## src/rtl/tennis_match_controller.sv

```systemverilog
// Tennis match sequencer sitting between the debounced buttons and the ball shift register.
// Generates the moveBall step tick (speeding up on each rally hit), gates serving,
// detects points when the ball leaves the court, keeps score and alternates the server.
// Ports:
//   CLK100MHZ, nRESET : clock and asynchronous active-low reset
//   toss, hit         : one-cycle button pulses
//   nL[7:0]           : ball register, negative-true one-hot, bit 7 = left end, 8'hFF = no ball
//   moveBall          : one-cycle ball step tick
//   serveEn           : toss may load the ball
//   scoreL, scoreR    : player scores
//   server            : 0 = left serves, 1 = right serves
//   gameOver, state   : match status
module tennis_match_controller #(
    parameter int unsigned TICK_BASE   = 33_554_431,
    parameter int unsigned TICK_DEC    = 2_097_152,
    parameter int unsigned TICK_MIN    = 8_388_607,
    parameter int unsigned PAUSE_STEPS = 6,
    parameter int unsigned WIN_SCORE   = 7
) (
    input  logic       CLK100MHZ,
    input  logic       nRESET,
    input  logic       toss,
    input  logic       hit,
    input  logic [7:0] nL,
    output logic       moveBall,
    output logic       serveEn,
    output logic [3:0] scoreL,
    output logic [3:0] scoreR,
    output logic       server,
    output logic       gameOver,
    output logic [2:0] state
);

    localparam int unsigned CNT_W   = 32;
    localparam int unsigned SCORE_W = 4;
    localparam int unsigned LOC_W   = 3;
    localparam int unsigned PAUSE_W = $clog2(PAUSE_STEPS + 1);

    typedef enum logic [2:0] {
        ST_IDLE     = 3'd0,
        ST_SERVE    = 3'd1,
        ST_RALLY    = 3'd2,
        ST_POINT    = 3'd3,
        ST_PAUSE    = 3'd4,
        ST_GAMEOVER = 3'd5
    } state_e;

    state_e               state_q, state_d;
    logic [CNT_W-1:0]     cnt_q, cnt_d;
    logic [CNT_W-1:0]     period_q, period_d;
    logic                 move_ball_q, move_ball_d;
    logic                 serve_en_q, serve_en_d;
    logic                 game_over_q, game_over_d;
    logic [SCORE_W-1:0]   score_l_q, score_l_d;
    logic [SCORE_W-1:0]   score_r_q, score_r_d;
    logic                 server_q, server_d;
    logic [PAUSE_W-1:0]   pause_cnt_q, pause_cnt_d;
    logic [LOC_W-1:0]     last_loc_q, last_loc_d;

    logic                 ball_present_c;
    logic                 ball_onehot_c;
    logic [LOC_W-1:0]     zero_idx_c;
    logic [CNT_W-1:0]     period_dec_c;
    logic [SCORE_W-1:0]   score_inc_c;

    // Ball position decode from the negative-true register
    always_comb begin
        ball_present_c = (nL != 8'hFF);
        ball_onehot_c  = $onehot(~nL);
        zero_idx_c     = '0;
        for (int i = 0; i < 8; i++) begin
            if (!nL[i]) begin
                zero_idx_c = LOC_W'(i);
            end
        end
    end

    // Free-running tick: the reload happens the cycle before moveBall, so a period
    // change never truncates the interval already in flight
    always_comb begin
        move_ball_d = (cnt_q == '0);
        cnt_d       = (cnt_q == '0) ? period_q : cnt_q - CNT_W'(1);
    end

    // Saturating speed-up, written to avoid unsigned underflow
    always_comb begin
        if ((period_q >= CNT_W'(TICK_DEC)) &&
            ((period_q - CNT_W'(TICK_DEC)) >= CNT_W'(TICK_MIN))) begin
            period_dec_c = period_q - CNT_W'(TICK_DEC);
        end else begin
            period_dec_c = CNT_W'(TICK_MIN);
        end
    end

    // Illegal (non-one-hot) patterns leave the last known location untouched
    always_comb begin
        last_loc_d = last_loc_q;
        if (move_ball_q && ball_present_c && ball_onehot_c) begin
            last_loc_d = zero_idx_c;
        end
    end

    // Match FSM next state and registered outputs
    always_comb begin
        state_d     = state_q;
        period_d    = period_q;
        score_l_d   = score_l_q;
        score_r_d   = score_r_q;
        server_d    = server_q;
        pause_cnt_d = pause_cnt_q;
        score_inc_c = '0;

        unique case (state_q)
            ST_IDLE: begin
                state_d  = ST_SERVE;
                period_d = CNT_W'(TICK_BASE);
            end
            ST_SERVE: begin
                if (move_ball_q && ball_present_c) begin
                    state_d = ST_RALLY;
                end
            end
            ST_RALLY: begin
                if (hit) begin
                    period_d = period_dec_c;
                end
                if (move_ball_q && !ball_present_c) begin
                    state_d = ST_POINT;
                end
            end
            ST_POINT: begin
                server_d    = ~server_q;
                pause_cnt_d = '0;
                // Ball last seen at the left end means the left player missed
                if (last_loc_q == LOC_W'(7)) begin
                    score_inc_c = score_r_q + SCORE_W'(1);
                    score_r_d   = score_inc_c;
                end else begin
                    score_inc_c = score_l_q + SCORE_W'(1);
                    score_l_d   = score_inc_c;
                end
                state_d = (score_inc_c == SCORE_W'(WIN_SCORE)) ? ST_GAMEOVER : ST_PAUSE;
            end
            ST_PAUSE: begin
                if (move_ball_q) begin
                    pause_cnt_d = pause_cnt_q + PAUSE_W'(1);
                    if (pause_cnt_d == PAUSE_W'(PAUSE_STEPS)) begin
                        state_d  = ST_SERVE;
                        period_d = CNT_W'(TICK_BASE);
                    end
                end
            end
            ST_GAMEOVER: begin
                if (toss) begin
                    score_l_d = '0;
                    score_r_d = '0;
                    server_d  = 1'b0;
                    state_d   = ST_SERVE;
                    period_d  = CNT_W'(TICK_BASE);
                end
            end
            default: begin
                state_d = ST_IDLE;
            end
        endcase

        serve_en_d  = (state_d == ST_SERVE);
        game_over_d = (state_d == ST_GAMEOVER);
    end

    // State and output registers
    always_ff @(posedge CLK100MHZ or negedge nRESET) begin
        if (!nRESET) begin
            state_q     <= ST_IDLE;
            cnt_q       <= CNT_W'(TICK_BASE);
            period_q    <= CNT_W'(TICK_BASE);
            move_ball_q <= 1'b0;
            serve_en_q  <= 1'b0;
            game_over_q <= 1'b0;
            score_l_q   <= '0;
            score_r_q   <= '0;
            server_q    <= 1'b0;
            pause_cnt_q <= '0;
            last_loc_q  <= '0;
        end else begin
            state_q     <= state_d;
            cnt_q       <= cnt_d;
            period_q    <= period_d;
            move_ball_q <= move_ball_d;
            serve_en_q  <= serve_en_d;
            game_over_q <= game_over_d;
            score_l_q   <= score_l_d;
            score_r_q   <= score_r_d;
            server_q    <= server_d;
            pause_cnt_q <= pause_cnt_d;
            last_loc_q  <= last_loc_d;
        end
    end

    assign moveBall = move_ball_q;
    assign serveEn  = serve_en_q;
    assign scoreL   = score_l_q;
    assign scoreR   = score_r_q;
    assign server   = server_q;
    assign gameOver = game_over_q;
    assign state    = state_q;

endmodule

```

## config.mk

```make
export PLATFORM = sky130hd
export DESIGN_NAME = tennis_match_controller
export DESIGN_NICKNAME = d
export VERILOG_FILES = /design/src/rtl/tennis_match_controller.sv
export SDC_FILE = /design/constraint.sdc
export NUM_CORES = 1
export LEC_CHECK = 0
export CAP_MARGIN = 30
export CELL_PAD_IN_SITES_DETAIL_PLACEMENT = 2
export CELL_PAD_IN_SITES_GLOBAL_PLACEMENT = 2
export CORE_ASPECT_RATIO = 1.5
export CORE_MARGIN = 8
export CORE_UTILIZATION = 25
export DETAILED_ROUTE_END_ITERATION = 6
export PLACE_DENSITY_LB_ADDON = 0.1
export SLEW_MARGIN = 20
export SYNTH_ARGS = -nofsm -noshare
export SYNTH_HDL_FRONTEND = slang
export SYNTH_SLANG_ARGS = --single-unit
```

## constraint.sdc

```tcl
create_clock -name CLK100MHZ -period 2.9 [get_ports CLK100MHZ]
set_input_delay 0.58 -clock CLK100MHZ [delete_from_list [all_inputs] [get_ports CLK100MHZ]]
set_output_delay 0.58 -clock CLK100MHZ [all_outputs]
set_load 0.05 [all_outputs]
```

==> results.sh <==
export IMPL_fin_crit_sh=1.165
export IMPL_finalWirelength_um=12670
export IMPL_status="complete, but fails checks"
export IMPL_drt_pass1_iterations=4
export IMPL_clkPwrFrac=0.509
export IMPL_seq_area_sq_mm=0.001664
export IMPL_yosys_area_share_simple=0.2241
export IMPL_worstSetupStartpointType="primary input"
export IMPL_seqPwrFrac=0.409
export IMPL_peakVddDrop_uv=183.8
export IMPL_fmax_mhz=296.0
export IMPL_root_buffer="clkbuf_16"
export IMPL_io_pins=27
export IMPL_synth_top_area_frac=0.2234
export IMPL_ys_top_cells_by_count="50 x nor2_1, 35 x dfrtp_1, 33 x a21oi_1, 32 x nand2_1, 30 x dfstp_2"
export IMPL_areaGrowthSynthToFinish_pct=28.73
export IMPL_first_iter_violations=87
export IMPL_ys_types=63
export IMPL_die_w_um=118.2
export IMPL_slew_headroom=0.5565
export IMPL_syn_inst=429
export IMPL_max_clock_path_buffers=2
export IMPL_tns_ns=-1.396
export IMPL_placementRows=56
export IMPL_synth_compound_area_frac=0.1711
export IMPL_synth_top_cell_by_area="dfrtp_1"
export IMPL_synth_seq_cells=65
export IMPL_routed_top_layer="met4"
export IMPL_crit_type="in -> reg"
export IMPL_synth_flop_cell="dfrtp_1"
export IMPL_overflow=0
export IMPL_skew_ns=0.01001
export IMPL_critPathArrivalTime_ns=3.60
export IMPL_power_density_mw_per_mm2=447.1
export IMPL_vias=3434
export IMPL_nets=518
export IMPL_wire_per_inst_um=18.12
export IMPL_worst_pin_slew_ns=0.6613
export IMPL_synth_edf_count=0
export IMPL_p_leak_uw=0.002047
export IMPL_post_place_ws_ns=-1.351
export IMPL_synth_xor_area_frac=0.06703
export IMPL_die_area_sq_mm=0.02003
export IMPL_p_int_uw=1725
export IMPL_grt_usage=0.1348
export IMPL_yosysSeqAreaShare=0.4245
export IMPL_synth_net_count=456
export IMPL_synth_top_family_by_area="simple AND/OR/NAND/NOR gates"
export IMPL_cts_tree="yes"
export IMPL_pwr_share_comb=0.082
export IMPL_yosysMostFrequentCell="nor2_1"
export IMPL_fillers=1698
export IMPL_switching_share=0.2356
export IMPL_grt_setup_unrepaired="true"
export IMPL_synth_mux_area_frac=0.008299
export IMPL_routabilityCongestion=0.7246
export IMPL_grt_pass1_vias=4001
export IMPL_route_detailed_drc=0
export IMPL_critPathRequiredTime_ns=3.12
export IMPL_synthTopCellsByArea="dfrtp_1 22%, dfstp_2 20%, xor2_1 5.1%, nor2_1 4.8%, a21oi_1 4.2%"
export IMPL_via_per_inst=4.913
export IMPL_hold_violations=0
export IMPL_io_buffer_count=26
export IMPL_crit_path_end_kind="flop"
export IMPL_multiInputGateArea_sq_mm=0.002097
export IMPL_setup_viol=3
export IMPL_synth_fa_ha_area_frac=0.05554
export IMPL_syn_avg_cell_area_sq_um=9.138
export IMPL_violations="negative setup slack"
export IMPL_maxCapViolations=0
export IMPL_coreArea_sq_mm=0.01548
export IMPL_grt_pass1_wl_um=21380
export IMPL_min_path_type="in -> async"
export IMPL_postRouteAntennaNets=0
export IMPL_antenna_cells=0
export IMPL_wl_met3_um=274
export IMPL_clkTransAtPathRegs_ns=0.06
export IMPL_met2_length_um=7171
export IMPL_synth_cell_area_sq_mm=0.003920
export IMPL_ys_warn_count=0
export IMPL_finalWorstSetupSlack_ns=-0.4789
export IMPL_cts_sinks=65
export IMPL_die_h_um=169.4
export IMPL_grt_antenna_before_repair=0
export IMPL_layout_drive_gt1_share=0.2540
export IMPL_wl_met1_um=5047
export IMPL_ctsHtreeMaxLevel=3
export IMPL_drv_slew=0
export IMPL_p_switching_uw=531.6
export IMPL_start_util=0.2532
export IMPL_ctsHoldBuffers=0
export IMPL_finalCriticalPeriod_ns=3.379
export IMPL_postLayoutCoreUtil=0.3259
export IMPL_synthArstFlopShare=1.000
export IMPL_dpl_hpwl_um=9199
export IMPL_worstSkewPairLatency_ns=0.34
export IMPL_grt_max_degree=27
export IMPL_cts_buffers_inserted=9
export IMPL_critPathMaxFanout=3
==> per-layer routing <==
layer | GRT usage | vias to the layer above
li1 | - | 1646
met1 | 0.1377 | 1743
met2 | 0.2616 | 32
met3 | 0.02831 | 13
met4 | 0.04978 | 0
met5 | 0 | -
==> kinds of logic (layout without fill, tap and decap cells) <==
family / after synthesis / after routing
buffers and inverters: 45 / 112
AND/OR/NAND/NOR: 168 / 168
flip-flops: 65 / 65
AO/OA/AOI/OAI: 103 / 103
multiplexers: 3 / 3
XOR/XNOR: 30 / 30
adder cells (fa/ha/maj): 15 / 15
==> area by class of cell <==
cell class,instances,share of cell area
multi-input cells,319,0.4156
inverters,22,0.01835
clock buffers,10,0.04959
flip-flops and latches,65,0.3298
clock inverters,6,0.01289
well taps,203,0.05033
repair buffers,74,0.1235
==> registers in the layout (all words and copies together), names as in the netlist <==
name and count:
state 3, server 1, moveBall 1, serveEn 1
cnt_q 32, last_loc_q 3, gameOver 1, scoreL 4
pause_cnt_q 3, scoreR 4, period_q 12
==> final timing paths <==
kind / from / end / slack [ns] / cells after the start
worst max register to register: cnt_q[6] / cnt_q[2] / 0.47 / 6
worst max-delay path: nL[0] / last_loc_q[1] / -0.48 / 11
max in group asynchronous: nRESET / period_q[21] / 1.99 / 2
worst min register to register: cnt_q[30] / cnt_q[30] / 0.53 / 2
worst min-delay path: nRESET / cnt_q[31] / 0.15 / 1
min in group CLK100MHZ: cnt_q[30] / cnt_q[30] / 0.53 / 2
==> critical path: stages <==
cell     delay [ns]
buf_8          0.09
inv_8          0.03
fa_1           0.55
fa_1           0.44
fa_1           0.51
ha_2           0.19
inv_2          0.04
fa_2           0.52
nand2_2        0.07
nor3_4         0.24
mux2_4         0.32
==> stage by stage <==
stage	cells	area (sq um)	power [uW]	hold slack, ns
2_1_floorplan	429	3951	1011	0.2844
3_3_place_gp	664	4567	1080	0.5105
3_5_place_dp	664	4567	1089	0.5223
4_1_cts	699	5034	2301	0.1426
5_1_grt	699	5046	2362	0.1550
6_report	699	5046	2256	0.1549
==> layout by cell type (no fill, tap or decap), types with 10 or more instances in the layout <==
| master | count |
|---|---|
| nor2_1 | 49 |
| buf_4 | 48 |
| dfrtp_1 | 35 |
| a21oi_1 | 33 |
| nand2_1 | 31 |
| dfstp_2 | 30 |
| xor2_1 | 23 |
| clkdlybuf4s50_1 | 22 |
| nand3_1 | 20 |
| inv_1 | 18 |
| o21ai_0 | 18 |
| nand4_1 | 12 |
| nor3_1 | 10 |
| ha_1 | 10 |
| clkbuf_16 | 10 |
==> timing repair <==
action,in CTS,in global routing
buffers inserted,19,1
pin swaps,7,8
resized for setup,20,3
setup endpoints to repair,3,3
==> power groups by stage <==
stage          Sequential [uW]  Combinational (uW)  Clock, uW
2_1_floorplan              935                76.2          0
3_3_place_gp               937                 143          0
3_5_place_dp               938                 151          0
4_1_cts                    923                 180       1200
5_1_grt                    924                 206       1230
6_report                   923                 184       1150
(Power assumes the default switching activity.)
